**src/rtl/ecc_point_add_x3y3_if.sv**
```systemverilog
// Operand/result handshake bundle for ecc_point_add_x3y3; byte 0 of every field is the LSB.
interface ecc_point_add_x3y3_if;
  logic       in_valid;
  logic       in_ready;
  logic [7:0] l0, l1, l2, l3, l4;
  logic [7:0] x1_0, x1_1, x1_2, x1_3, x1_4;
  logic [7:0] x2_0, x2_1, x2_2, x2_3, x2_4;
  logic [7:0] y1_0, y1_1, y1_2, y1_3, y1_4;
  logic [7:0] a_0, a_1, a_2, a_3, a_4;
  logic       out_valid;
  logic       out_ready;
  logic [7:0] x3_0, x3_1, x3_2, x3_3, x3_4;
  logic [7:0] y3_0, y3_1, y3_2, y3_3, y3_4;

  modport master (
    output in_valid, l0, l1, l2, l3, l4,
           x1_0, x1_1, x1_2, x1_3, x1_4, x2_0, x2_1, x2_2, x2_3, x2_4,
           y1_0, y1_1, y1_2, y1_3, y1_4, a_0, a_1, a_2, a_3, a_4, out_ready,
    input  in_ready, out_valid,
           x3_0, x3_1, x3_2, x3_3, x3_4, y3_0, y3_1, y3_2, y3_3, y3_4
  );

  modport slave (
    input  in_valid, l0, l1, l2, l3, l4,
           x1_0, x1_1, x1_2, x1_3, x1_4, x2_0, x2_1, x2_2, x2_3, x2_4,
           y1_0, y1_1, y1_2, y1_3, y1_4, a_0, a_1, a_2, a_3, a_4, out_ready,
    output in_ready, out_valid,
           x3_0, x3_1, x3_2, x3_3, x3_4, y3_0, y3_1, y3_2, y3_3, y3_4
  );
endinterface

```
**src/rtl/ecc_point_add_x3y3.sv**
```systemverilog
// GF(2^40) point-add tail: x3 = L^2+L+x1+x2+a, y3 = L*(x1+x3)+x3+y1, bit-serial multiplier.
// Define ECC_Y3_CALC_EN to build the y3 multiply; otherwise y3 is tied to zero.
module ecc_point_add_x3y3 #(
  parameter logic [39:0] POLY = 40'h00_0000_0039
) (
  input logic                  clk,
  input logic                  reset,
  ecc_point_add_x3y3_if.slave  bus
);
  typedef enum logic [2:0] {IDLE, SQR, X3, MUL, DONE} state_t;

  state_t      state_q, state_d;
  logic [5:0]  cnt_q, cnt_d;
  logic [39:0] acc_q, acc_d;
  logic [39:0] l_q, l_d, x1_q, x1_d, x2_q, x2_d, a_q, a_d;
  logic [39:0] x3_q, x3_d;
  logic [39:0] y3_res;
  logic [5:0]  idx;
  logic        mbit;
  logic [39:0] shifted, step;

`ifdef ECC_Y3_CALC_EN
  logic [39:0] y1_q, y1_d, b_q, b_d, y3_q, y3_d;
  assign mbit   = b_q[idx];
  assign y3_res = y3_q;
`else
  assign mbit   = l_q[idx];
  assign y3_res = '0;
`endif

  // One MSB-first shift-and-add step of the serial multiplier.
  assign idx     = 6'd39 - cnt_q;
  assign shifted = {acc_q[38:0], 1'b0} ^ (acc_q[39] ? POLY : '0);
  assign step    = shifted ^ (mbit ? l_q : '0);

  always_comb begin
    state_d = state_q;
    cnt_d   = cnt_q;
    acc_d   = acc_q;
    l_d     = l_q;
    x1_d    = x1_q;
    x2_d    = x2_q;
    a_d     = a_q;
    x3_d    = x3_q;
`ifdef ECC_Y3_CALC_EN
    y1_d    = y1_q;
    b_d     = b_q;
    y3_d    = y3_q;
`endif
    case (state_q)
      IDLE: if (bus.in_valid) begin
        l_d   = {bus.l4, bus.l3, bus.l2, bus.l1, bus.l0};
        x1_d  = {bus.x1_4, bus.x1_3, bus.x1_2, bus.x1_1, bus.x1_0};
        x2_d  = {bus.x2_4, bus.x2_3, bus.x2_2, bus.x2_1, bus.x2_0};
        a_d   = {bus.a_4, bus.a_3, bus.a_2, bus.a_1, bus.a_0};
`ifdef ECC_Y3_CALC_EN
        y1_d  = {bus.y1_4, bus.y1_3, bus.y1_2, bus.y1_1, bus.y1_0};
        b_d   = {bus.l4, bus.l3, bus.l2, bus.l1, bus.l0};
`endif
        acc_d   = '0;
        cnt_d   = '0;
        state_d = SQR;
      end
      SQR: begin
        acc_d = step;
        if (cnt_q == 6'd39) begin
          cnt_d   = '0;
          state_d = X3;
        end else begin
          cnt_d = cnt_q + 6'd1;
        end
      end
      X3: begin
        x3_d = acc_q ^ l_q ^ x1_q ^ x2_q ^ a_q;
`ifdef ECC_Y3_CALC_EN
        b_d     = x1_q ^ x3_d;
        acc_d   = '0;
        state_d = MUL;
`else
        state_d = DONE;
`endif
      end
`ifdef ECC_Y3_CALC_EN
      MUL: begin
        acc_d = step;
        if (cnt_q == 6'd39) begin
          cnt_d   = '0;
          y3_d    = step ^ x3_q ^ y1_q;
          state_d = DONE;
        end else begin
          cnt_d = cnt_q + 6'd1;
        end
      end
`endif
      DONE: if (bus.out_ready) state_d = IDLE;
      default: state_d = IDLE;
    endcase
  end

  always_ff @(posedge clk) begin
    if (!reset) begin
      state_q <= IDLE;
      cnt_q   <= '0;
      acc_q   <= '0;
      l_q     <= '0;
      x1_q    <= '0;
      x2_q    <= '0;
      a_q     <= '0;
      x3_q    <= '0;
`ifdef ECC_Y3_CALC_EN
      y1_q    <= '0;
      b_q     <= '0;
      y3_q    <= '0;
`endif
    end else begin
      state_q <= state_d;
      cnt_q   <= cnt_d;
      acc_q   <= acc_d;
      l_q     <= l_d;
      x1_q    <= x1_d;
      x2_q    <= x2_d;
      a_q     <= a_d;
      x3_q    <= x3_d;
`ifdef ECC_Y3_CALC_EN
      y1_q    <= y1_d;
      b_q     <= b_d;
      y3_q    <= y3_d;
`endif
    end
  end

  assign bus.in_ready  = (state_q == IDLE);
  assign bus.out_valid = (state_q == DONE);
  assign {bus.x3_4, bus.x3_3, bus.x3_2, bus.x3_1, bus.x3_0} = x3_q;
  assign {bus.y3_4, bus.y3_3, bus.y3_2, bus.y3_1, bus.y3_0} = y3_res;
endmodule

```
**src/flat_wrapper.sv**
```systemverilog
// flat-port wrapper written by rule: the top's interface ports become plain ports
module ecc_point_add_x3y3_flat 
#(
  parameter logic [39:0] POLY = 40'h00_0000_0039
)
  (clk, reset, bus_in_valid, bus_l0, bus_l1, bus_l2, bus_l3, bus_l4, bus_x1_0, bus_x1_1, bus_x1_2, bus_x1_3, bus_x1_4, bus_x2_0, bus_x2_1, bus_x2_2, bus_x2_3, bus_x2_4, bus_y1_0, bus_y1_1, bus_y1_2, bus_y1_3, bus_y1_4, bus_a_0, bus_a_1, bus_a_2, bus_a_3, bus_a_4, bus_out_ready, bus_in_ready, bus_out_valid, bus_x3_0, bus_x3_1, bus_x3_2, bus_x3_3, bus_x3_4, bus_y3_0, bus_y3_1, bus_y3_2, bus_y3_3, bus_y3_4);
  ecc_point_add_x3y3_if bus_i ();
  input logic clk;
  input logic reset;
  input wire logic [$bits(bus_i.in_valid)-1:0] bus_in_valid;
  input wire logic [$bits(bus_i.l0)-1:0] bus_l0;
  input wire logic [$bits(bus_i.l1)-1:0] bus_l1;
  input wire logic [$bits(bus_i.l2)-1:0] bus_l2;
  input wire logic [$bits(bus_i.l3)-1:0] bus_l3;
  input wire logic [$bits(bus_i.l4)-1:0] bus_l4;
  input wire logic [$bits(bus_i.x1_0)-1:0] bus_x1_0;
  input wire logic [$bits(bus_i.x1_1)-1:0] bus_x1_1;
  input wire logic [$bits(bus_i.x1_2)-1:0] bus_x1_2;
  input wire logic [$bits(bus_i.x1_3)-1:0] bus_x1_3;
  input wire logic [$bits(bus_i.x1_4)-1:0] bus_x1_4;
  input wire logic [$bits(bus_i.x2_0)-1:0] bus_x2_0;
  input wire logic [$bits(bus_i.x2_1)-1:0] bus_x2_1;
  input wire logic [$bits(bus_i.x2_2)-1:0] bus_x2_2;
  input wire logic [$bits(bus_i.x2_3)-1:0] bus_x2_3;
  input wire logic [$bits(bus_i.x2_4)-1:0] bus_x2_4;
  input wire logic [$bits(bus_i.y1_0)-1:0] bus_y1_0;
  input wire logic [$bits(bus_i.y1_1)-1:0] bus_y1_1;
  input wire logic [$bits(bus_i.y1_2)-1:0] bus_y1_2;
  input wire logic [$bits(bus_i.y1_3)-1:0] bus_y1_3;
  input wire logic [$bits(bus_i.y1_4)-1:0] bus_y1_4;
  input wire logic [$bits(bus_i.a_0)-1:0] bus_a_0;
  input wire logic [$bits(bus_i.a_1)-1:0] bus_a_1;
  input wire logic [$bits(bus_i.a_2)-1:0] bus_a_2;
  input wire logic [$bits(bus_i.a_3)-1:0] bus_a_3;
  input wire logic [$bits(bus_i.a_4)-1:0] bus_a_4;
  input wire logic [$bits(bus_i.out_ready)-1:0] bus_out_ready;
  output wire logic [$bits(bus_i.in_ready)-1:0] bus_in_ready;
  output wire logic [$bits(bus_i.out_valid)-1:0] bus_out_valid;
  output wire logic [$bits(bus_i.x3_0)-1:0] bus_x3_0;
  output wire logic [$bits(bus_i.x3_1)-1:0] bus_x3_1;
  output wire logic [$bits(bus_i.x3_2)-1:0] bus_x3_2;
  output wire logic [$bits(bus_i.x3_3)-1:0] bus_x3_3;
  output wire logic [$bits(bus_i.x3_4)-1:0] bus_x3_4;
  output wire logic [$bits(bus_i.y3_0)-1:0] bus_y3_0;
  output wire logic [$bits(bus_i.y3_1)-1:0] bus_y3_1;
  output wire logic [$bits(bus_i.y3_2)-1:0] bus_y3_2;
  output wire logic [$bits(bus_i.y3_3)-1:0] bus_y3_3;
  output wire logic [$bits(bus_i.y3_4)-1:0] bus_y3_4;
  assign bus_i.in_valid = bus_in_valid;
  assign bus_i.l0 = bus_l0;
  assign bus_i.l1 = bus_l1;
  assign bus_i.l2 = bus_l2;
  assign bus_i.l3 = bus_l3;
  assign bus_i.l4 = bus_l4;
  assign bus_i.x1_0 = bus_x1_0;
  assign bus_i.x1_1 = bus_x1_1;
  assign bus_i.x1_2 = bus_x1_2;
  assign bus_i.x1_3 = bus_x1_3;
  assign bus_i.x1_4 = bus_x1_4;
  assign bus_i.x2_0 = bus_x2_0;
  assign bus_i.x2_1 = bus_x2_1;
  assign bus_i.x2_2 = bus_x2_2;
  assign bus_i.x2_3 = bus_x2_3;
  assign bus_i.x2_4 = bus_x2_4;
  assign bus_i.y1_0 = bus_y1_0;
  assign bus_i.y1_1 = bus_y1_1;
  assign bus_i.y1_2 = bus_y1_2;
  assign bus_i.y1_3 = bus_y1_3;
  assign bus_i.y1_4 = bus_y1_4;
  assign bus_i.a_0 = bus_a_0;
  assign bus_i.a_1 = bus_a_1;
  assign bus_i.a_2 = bus_a_2;
  assign bus_i.a_3 = bus_a_3;
  assign bus_i.a_4 = bus_a_4;
  assign bus_i.out_ready = bus_out_ready;
  assign bus_in_ready = bus_i.in_ready;
  assign bus_out_valid = bus_i.out_valid;
  assign bus_x3_0 = bus_i.x3_0;
  assign bus_x3_1 = bus_i.x3_1;
  assign bus_x3_2 = bus_i.x3_2;
  assign bus_x3_3 = bus_i.x3_3;
  assign bus_x3_4 = bus_i.x3_4;
  assign bus_y3_0 = bus_i.y3_0;
  assign bus_y3_1 = bus_i.y3_1;
  assign bus_y3_2 = bus_i.y3_2;
  assign bus_y3_3 = bus_i.y3_3;
  assign bus_y3_4 = bus_i.y3_4;
  ecc_point_add_x3y3 #(.POLY(POLY)) u_core (.clk(clk), .reset(reset), .bus(bus_i));
endmodule
```
**config.mk**
```make
export PLATFORM = sky130hd
export DESIGN_NAME = ecc_point_add_x3y3_flat
export DESIGN_NICKNAME = d
export VERILOG_FILES = /design/src/rtl/ecc_point_add_x3y3_if.sv /design/src/rtl/ecc_point_add_x3y3.sv /design/src/flat_wrapper.sv
export SDC_FILE = /design/constraint.sdc
export NUM_CORES = 1
export LEC_CHECK = 0
export ABC_CLOCK_PERIOD_IN_PS = 3120
export CAP_MARGIN = 20
export CORE_MARGIN = 2
export CORE_UTILIZATION = 45
export DETAILED_ROUTE_END_ITERATION = 7
export PLACE_DENSITY = 0.71
export SETUP_SLACK_MARGIN = 0.4
export SKIP_LAST_GASP = 1
export SYNTH_ARGS = -nofsm -noshare
export SYNTH_HDL_FRONTEND = slang
export SYNTH_SLANG_ARGS = --single-unit
```
**constraint.sdc**
```tcl
create_clock -name clk -period 3.12 [get_ports clk]
set_input_delay 0.624 -clock clk [delete_from_list [all_inputs] [get_ports clk]]
set_output_delay 0.624 -clock clk [all_outputs]
set_load 0.01 [all_outputs]
```
==> results.cfg, run 1 <==
[floorplanning]
die_w_um = 173
die_h_um = 173
boundaryPins = 286
start_util = 0.460
design.core.area_sq_mm = 0.0280
dieArea_sq_mm = 0.0300
num_rows = 61

[timing]
clock_skew_ns = 0.0136
final.min_clock_period_ns = 2.59
timing.fmax_mhz = 386
post-route-period-util = 0.830
rsz0062_at_grt = false
final.setup.worst_slack_ns = 0.531
slew-limit-headroom = 0.436
maxSlewViolCount = 0
hold_viol = 0
worstMarginPinSlew_ns = 0.846
setup_violations = 0
fin_setup_tns_ns = 0

[detailed_routing]
firstDrtPassIters = 6
avgViaCountPerCell = 5.28
drc = 0
wl_per_cell_um = 15.9
routed_wl_um = 32400
via_count = 10749
ant_nets = 0
drt_first_iter_violations = 772

[critical_path]
crit_type = reg -> out
path_max_fanout = 6
crit_chain = nor3b_1 -> clkdlybuf4s50_1
cp-start-kind = flop
cp_slowest_cell = clkdlybuf4s50_1
path_buf_inv = 1
cpPeakStageDelay_ns = 0.65
arrival_ns = 1.96
cpLargestDelayFamily = buffers and inverters
critPathRequiredTime_ns = 2.50
cp-end-kind = output pin

[placement]
dp_hpwl_um = 20800
io_buffers = 205
gp_congestion = 0.813
dpl_cell_area_sq_mm = 0.0150
place_inst = 1982
pre_cts_ws_ns = 0.115

[logic_synthesis]
ys_seq_area_frac = 0.387
ys_types = 50
synth_edf_count = 0
postSynthCellCount = 1487
yosysMostFrequentCell = nand2_1
synth_async_sr_flop_share = 0
yosysWarnings = 0
syn_area_sq_mm = 0.0129
syn_avg_cell_area_sq_um = 8.67
yosysTopAreaCell = dfxtp_1
yosys_register_bits = 249
synth_area_leaders = dfxtp_1 (39%), nand2_1 (11%), a21boi_0 (9.6%), xnor2_1 (8.4%), nor3b_1 (4.4%)
synth-main-ff-cell = dfxtp_1
netlist_top_cells_count = nand2_1 (366), dfxtp_1 (249), a21boi_0 (164)
synth_top_area_share = 0.387

[finish]
final_cells = 2036
drive_above_1_share = 0.0803
fillers = 2521
final_nets = 1844
design_area_sq_mm = 0.0160
area_growth_pct = 24.0

[flow_run]
cap_violations = 0

[global_route]
use_met2 = 0.345
grt_pass1_vias = 10246
antenna_found_initial = 1
track_usage = 0.202
grt_busiest_layer = met2
grt_max_degree = 161
overflow = 0
use_met1 = 0.263
use_met3 = 0.0342
grt_pass1_wl_um = 51300

[clock_network]
clk_pin_slew_ns = 0.06
cts_buffers = 28
worst_skew_pair.late_latency_ns = 0.54
h-tree-depth = 1
cts_num_sinks = 249
clock-root-buffer = clkbuf_16
cts_tree = yes
clock_path_buffers = 3
post_cts_buffers = 0

[power_and_ir_drop]
power_leakage_nw = 5.74
p_per_area_mw_per_mm2 = 512
ir_drop_uv = 433

[status]
outcome = complete, no violations

[min_path]
hold_path.class = in -> reg
## repair_timing
item / in CTS / in global routing
resized for setup: 2 / 9
pin swaps: 1 / 5
gates cloned: 0 / 3
hold buffers: 0 / 0
endpoints found under the setup margin: 37 / 41
## routing by layer
| layer | routed length [um] | vias to the layer above |
|---|---|---|
| li1 | - | 5335 |
| met1 | 14400 | 5009 |
| met2 | 15400 | 356 |
| met3 | 1840 | 49 |
| met4 | 725 | 0 |
| met5 | 0 | - |
## worst paths after layout
check | start | to | slack [ns] | depth (start not counted)
setup / recovery | u_core.state_q[2]$_SDFFE_PN0P_ | bus_out_valid | 0.53 | 2
hold reg to reg | u_core.a_q[31]$_SDFFE_PN0P_ | u_core.a_q[31]$_SDFFE_PN0P_ | 0.47 | 2
setup reg to reg | u_core.cnt_q[3]$_SDFFE_PN0P_ | u_core.acc_q[0]$_SDFFE_PN0P_ | 0.57 | 8
hold / removal | reset | u_core.cnt_q[0]$_SDFFE_PN0P_ | 0.40 | 2
## cell type report
class                   instances  area (sq um)  share of cell area
clock buffers                  41           801              0.0501
well taps                     378           473              0.0296
clock inverters                 9          78.8             0.00493
multi-input cells            1126          7330               0.459
flip-flops and latches        249          4990               0.312
repair buffers                230          2300               0.144
diodes                          1          2.50            0.000157
inverters                       2          7.51            0.000470
## power breakdown
| part | leakage (nW) | internal [W] | total [W] | switching, W |
|---|---|---|---|---|
| Sequential | 2.03 | 0.00339 | 0.00357 | 0.000183 |
| Clock | 0.433 | 0.00186 | 0.00315 | 0.00129 |
| Combinational | 3.27 | 0.000722 | 0.00147 | 0.000750 |
## per-stage QoR
stage,hold WS [ns],power (W),utilization
after floorplan,0.455,0.00461,-
after global placement,0.462,0.00507,0.536
after detailed placement,0.470,0.00510,0.536
after CTS,0.372,0.00825,0.568
after global routing,0.396,0.00856,0.571
final,0.402,0.00819,0.571
## cell families (layout without fill, tap and decap cells)
group / after synthesis / in the layout / synth area share
xor gates and xnor gates: 164 / 164 / 0.111
DFF: 249 / 249 / 0.387
AOI/OAI and AO/OA: 310 / 312 / 0.194
muxes: 15 / 15 / 0.0225
adders and majority gates: 3 / 3 / 0.00291
other: 1 / 41 / 0.000291
buffers and inverters: 154 / 282 / 0.0650
and+or+nand+nor: 591 / 592 / 0.217
## placed cells by master (no fill, tap or decap), types with 3 or more instances in the layout
cell type,count
nand2_1,363
and4_1,3
clkdlybuf4s50_1,204
conb_1,40
buf_4,21
o2111ai_1,37
clkbuf_1,9
a221oi_2,30
a211o_1,3
xnor2_1,123
a31oi_1,4
a221oi_1,7
and2_1,47
ha_1,3
o21ai_0,46
buf_12,5
nor2_1,8
nand3_1,77
clkbuf_8,3
a21boi_0,164
clkbuf_16,29
mux4_2,7
a21oi_1,7
nor3b_1,75
clkinv_2,6
and2_2,3
dfxtp_1,247
xor2_1,40
## worst reg2reg max path, delay by kind of cell, from the launching register on
kind            cells  cell delay, ns
flops               1            0.46
buf+inv             2            0.32
simple gates        4            1.16
fa+ha+maj           1            0.44
compound gates      1            0.11
## sequential cells by signal, indices dropped and copies added, names as in the netlist
signal          flops
u_core.acc_q       40
u_core.a_q         40
u_core.l_q         40
u_core.x3_q        40
u_core.x1_q        40
u_core.state_q      3
u_core.x2_q        40
u_core.cnt_q        6
Power figures use the tool's default switching activity.
==> inputs of run 2 (changes only) <==
Settings changed: ABC_CLOCK_PERIOD_IN_PS 3120 to 2500.
Clock period 3.12 ns to 2.5 ns, I/O delays scaled along.
==> results.cfg, run 2 (synthesized netlist as in run 1, its figures left out) <==
[global_route]
grt_pass1_vias = 10618
grt_pass1_wl_um = 53000
overflow = 0
antenna_found_initial = 2
grt_max_degree = 149
track_usage = 0.209

[placement]
place_inst = 1992
dp_hpwl_um = 21000
gp_congestion = 0.822
io_buffers = 205
pre_cts_ws_ns = 0.0274

[detailed_routing]
ant_nets = 0
drc = 0
drt_first_iter_violations = 672
avgViaCountPerCell = 5.26
firstDrtPassIters = 4
via_count = 10805
routed_wl_um = 32800
wl_per_cell_um = 16.0

[timing]
setup_violations = 0
timing.fmax_mhz = 476
hold_viol = 0
slew-limit-headroom = 0.596
holdWs_ns = 0.311
rsz0062_at_grt = true
worstMarginPinSlew_ns = 0.606
fin_setup_tns_ns = 0
clock_skew_ns = 0.00606
post-route-period-util = 0.841
final.min_clock_period_ns = 2.10
final.setup.worst_slack_ns = 0.399
maxSlewViolCount = 0

[clock_network]
cts_hold_buf = 0
h-tree-depth = 1
cts_num_sinks = 249
clock-root-buffer = clkbuf_16
clk_pin_slew_ns = 0.06
clock_path_buffers = 3
worst_skew_pair.late_latency_ns = 0.54
cts_buffers = 28
cts_tree = yes

[flow_run]
cap_violations = 0

[finish]
final_cell_mix = nand2_1 (363), dfxtp_1 (245), clkdlybuf4s50_1 (202)
final_common_cell = nand2_1
drive_above_1_share = 0.118
final_nets = 1860
final_cells = 2053
area_growth_pct = 28.3

[status]
outcome = complete, no violations

[floorplanning]
num_rows = 61
die_h_um = 173
start_util = 0.460
boundaryPins = 286
dieArea_sq_mm = 0.0300
die_w_um = 173
design.core.area_sq_mm = 0.0280

[min_path]
hold_depth = 2
worstHoldEndpoint = u_core.cnt_q[2]$_SDFFE_PN0P_
min_from = reset
hold_path.class = in -> reg

[power_and_ir_drop]
p_per_area_mw_per_mm2 = 648
ir_drop_uv = 500
power_leakage_nw = 5.94
total_power_w = 0.0107

[critical_path]
ff2ff_setup_slack_ns = 0.40
r2r_start = u_core.cnt_q[0]$_SDFFE_PN0P_
arrival_ns = 2.53
cp-end-kind = flop
path_max_fanout = 8
crit_type = reg -> reg
cp-start-kind = flop
r2r_end = u_core.acc_q[5]$_SDFFE_PN0P_
reg2reg_depth = 6
critPathRequiredTime_ns = 2.93
==> run 2: how the worst max path moves through the flow <==
stage / start / to / slack (ns) / cells past startpoint
after floorplan: u_core.cnt_q[0]$_SDFFE_PN0P_ / u_core.acc_q[11]$_SDFFE_PN0P_ / 0.43 / 7
after global placement: u_core.cnt_q[0]$_SDFFE_PN0P_ / u_core.acc_q[22]$_SDFFE_PN0P_ / 0.11 / 7
after detailed placement: u_core.cnt_q[1]$_SDFFE_PN0P_ / u_core.acc_q[3]$_SDFFE_PN0P_ / 0.03 / 6
after CTS: u_core.cnt_q[1]$_SDFFE_PN0P_ / u_core.acc_q[3]$_SDFFE_PN0P_ / 0.38 / 6
after global routing: u_core.cnt_q[1]$_SDFFE_PN0P_ / u_core.acc_q[3]$_SDFFE_PN0P_ / 0.34 / 6
final: u_core.cnt_q[0]$_SDFFE_PN0P_ / u_core.acc_q[5]$_SDFFE_PN0P_ / 0.40 / 6
==> run 2: what timing repair did <==
item / 4_1_cts / 5_1_grt
setup buffers: 5 / 2
setup endpoints to repair: 42 / 41
resized for setup: 32 / 54
pin swaps: 9 / 4
gates cloned: 2 / 0
==> run 2: per-stage QoR <==
step | cell area, sq um | utilization
floorplan | 13000 | -
global placement | 15100 | 0.539
detailed placement | 15100 | 0.539
CTS | 16300 | 0.580
global route | 16500 | 0.590
finish | 16500 | 0.590
==> run 2: critical path: stages, from the launching register on <==
cell and delay, ns:
dfxtp_4 0.41, buf_6 0.14, mux4_2 0.55, mux2i_4 0.20
o221ai_4 0.21, and4_1 0.26, a211o_1 0.22
==> run 2: per-layer routing <==
layer | vias up | part of all wire | GRT usage
met1 | 5078 | 0.44 | 0.273
met5 | - | 0 | 0
li1 | 5347 | - | -
met3 | 61 | 0.052 | 0.0320
met2 | 319 | 0.48 | 0.358
met4 | 0 | 0.026 | 0.0586
==> run 2: final cells by class <==
class                           instances  area (sq um)
Antenna cell                            2          5.00
Clock buffer                           43           888
Clock inverter                          7           113
Fill cell                            2436         11500
Inverter                                2          7.51
Multi-Input combinational cell       1125          7550
Sequential cell                       249          4990
Tap cell                              378           473
Timing Repair Buffer                  247          2500
==> run 2: where the power goes <==
group / switching [W] / internal, W
Clock: 0.00162 / 0.00273
Combinational: 0.000962 / 0.000947
Sequential: 0.000235 / 0.00423
Total: 0.00282 / 0.00791
==> inputs of run 3 (changes only) <==
Settings changed: ABC_CLOCK_PERIOD_IN_PS 2500 to 1800, PLACE_DENSITY 0.71 to 0.74.
Clock period 2.5 ns to 1.8 ns, I/O delays scaled along.
==> results.cfg, run 3 (synthesized netlist as in run 1, its figures left out) <==
[timing]
slew-limit-headroom = 0.516
final.min_clock_period_ns = 2.27
hold_viol = 0
clock_skew_ns = 0.0107
post-route-period-util = 1.26
setup_violations = 197
worstMarginPinSlew_ns = 0.726
rsz0062_at_grt = true
fin_setup_tns_ns = -25.76
timing.fmax_mhz = 440
maxSlewViolCount = 0
final.setup.worst_slack_ns = -0.472

[critical_path]
crit_path_frequent_cell = buf_4
cp-end-kind = flop
crit_chain = buf_4 -> buf_4 -> mux4_2 -> mux2i_1 -> buf_4 -> a221o_2 -> buf_12 -> o2111ai_1 -> nand3_1
path_max_fanout = 37
cp-start-kind = flop
ff2ff_setup_slack_ns = -0.47
cp_slowest_cell = dfxtp_4
cpPeakStageDelay_ns = 0.40
arrival_ns = 2.69
crit_type = reg -> reg
critPathRequiredTime_ns = 2.21

[placement]
io_buffers = 205
gp_congestion = 0.813
dpl_cell_area_sq_mm = 0.0157
dp_hpwl_um = 21900

[global_route]
use_met1 = 0.302
grt_busiest_layer = met2
grt_pass1_vias = 11165
antenna_found_initial = 3
use_met2 = 0.408
use_met3 = 0.0432
grt_max_degree = 130
track_usage = 0.238
grt_pass1_wl_um = 58400
overflow = 0

[clock_network]
clock-root-buffer = clkbuf_16
h-tree-depth = 1
worst_skew_pair.late_latency_ns = 0.55
clock_path_buffers = 3
cts_tree = yes
cts_buffers = 28
cts_num_sinks = 249
clk_pin_slew_ns = 0.06
cts_hold_buf = 0

[finish]
final_common_cell = nand2_1
drive_above_1_share = 0.300
design_area_sq_mm = 0.0192
final_cell_mix = nand2_1 (244), dfxtp_1 (225), clkdlybuf4s50_1 (161)
area_growth_pct = 49.2
final_nets = 1999

[floorplanning]
dieArea_sq_mm = 0.0300
die_h_um = 173
start_util = 0.460
die_w_um = 173
num_rows = 61
boundaryPins = 286
design.core.area_sq_mm = 0.0280

[status]
outcome = finished, violations left
violations = setup timing

[detailed_routing]
routed_wl_um = 46400
ant_nets = 0
wl_per_cell_um = 21.1
via_count = 12561
drt_first_iter_violations = 1082
drc = 0
avgViaCountPerCell = 5.73
firstDrtPassIters = 6

[flow_run]
cap_violations = 0

[power_and_ir_drop]
ir_drop_uv = 700
p_per_area_mw_per_mm2 = 853
power_leakage_nw = 7.63
total_power_w = 0.0164

[min_path]
hold_path.class = in -> reg
[run 3: cell types whose count changed in the layout (fill, tap and decap cells not counted), moves of 40 or more]
cell and change:
buf_2 +40, a21boi_2 +50, nand2_1 -119, a21boi_0 -119, buf_4 +55, nand2_4 +72
a21boi_1 +69, nand2_2 +46, clkdlybuf4s50_1 -41
[run 3: worst paths after layout]
kind / cells past startpoint / startpoint / endpoint
max: 9 / u_core.cnt_q[1]$_SDFFE_PN0P_ / u_core.acc_q[29]$_SDFFE_PN0P_
min: 3 / bus_x2_3[2] / u_core.x2_q[26]$_SDFFE_PN0P_
max reg2reg: 9 / u_core.cnt_q[1]$_SDFFE_PN0P_ / u_core.acc_q[29]$_SDFFE_PN0P_
min reg2reg: 2 / u_core.x1_q[10]$_SDFFE_PN0P_ / u_core.x1_q[10]$_SDFFE_PN0P_
[run 3: stage by stage]
step | hold WS (ns) | std cells | setup slack (ns) | util
global route | 0.358 | 2192 | -0.491 | 0.686
detailed placement | 0.469 | 2055 | -0.437 | 0.561
CTS | 0.361 | 2136 | -0.311 | 0.613
finish | 0.359 | 2193 | -0.472 | 0.687
floorplan | 0.455 | 1526 | -0.179 | -
global placement | 0.463 | 2055 | -0.417 | 0.561
[run 3: power by group]
part	internal (W)	switching (W)
Clock	0.00327	0.00236
Sequential	0.00587	0.000316
Combinational	0.00236	0.00223
[run 3: per-layer routing]
metal  vias to the layer above  wire length (um)
met2                       683             22100
met3                       175              3790
met1                      6038             18400
li1                       5663                 -
met5                         -                13
met4                         2              2070
[run 3: cell type report]
cell class / instances / area [sq um]
Clock inverter: 8 / 46.3
Multi-Input combinational cell: 1127 / 8390
Antenna cell: 2 / 5.00
Tap cell: 378 / 473
Clock buffer: 43 / 858
Fill cell: 1964 / 8780
Inverter: 2 / 7.51
Sequential cell: 249 / 5030
Timing Repair Buffer: 384 / 4430
[run 3: what timing repair did]
item | in CTS | in global routing
pin swaps | 9 | 203
cloned | 16 | 33
gates resized for setup | 248 | 427
setup buffers | 14 | 22
endpoints found under the setup margin | 277 | 255
[run 3: worst max-delay path: cells and delay by family, from the launching register on]
family	cells	cell delay [ns]
muxes	2	0.33
and+or+nand+nor	1	0.12
DFF	1	0.40
buffers and inverters	4	0.62
AOI/OAI and AO/OA	2	0.66
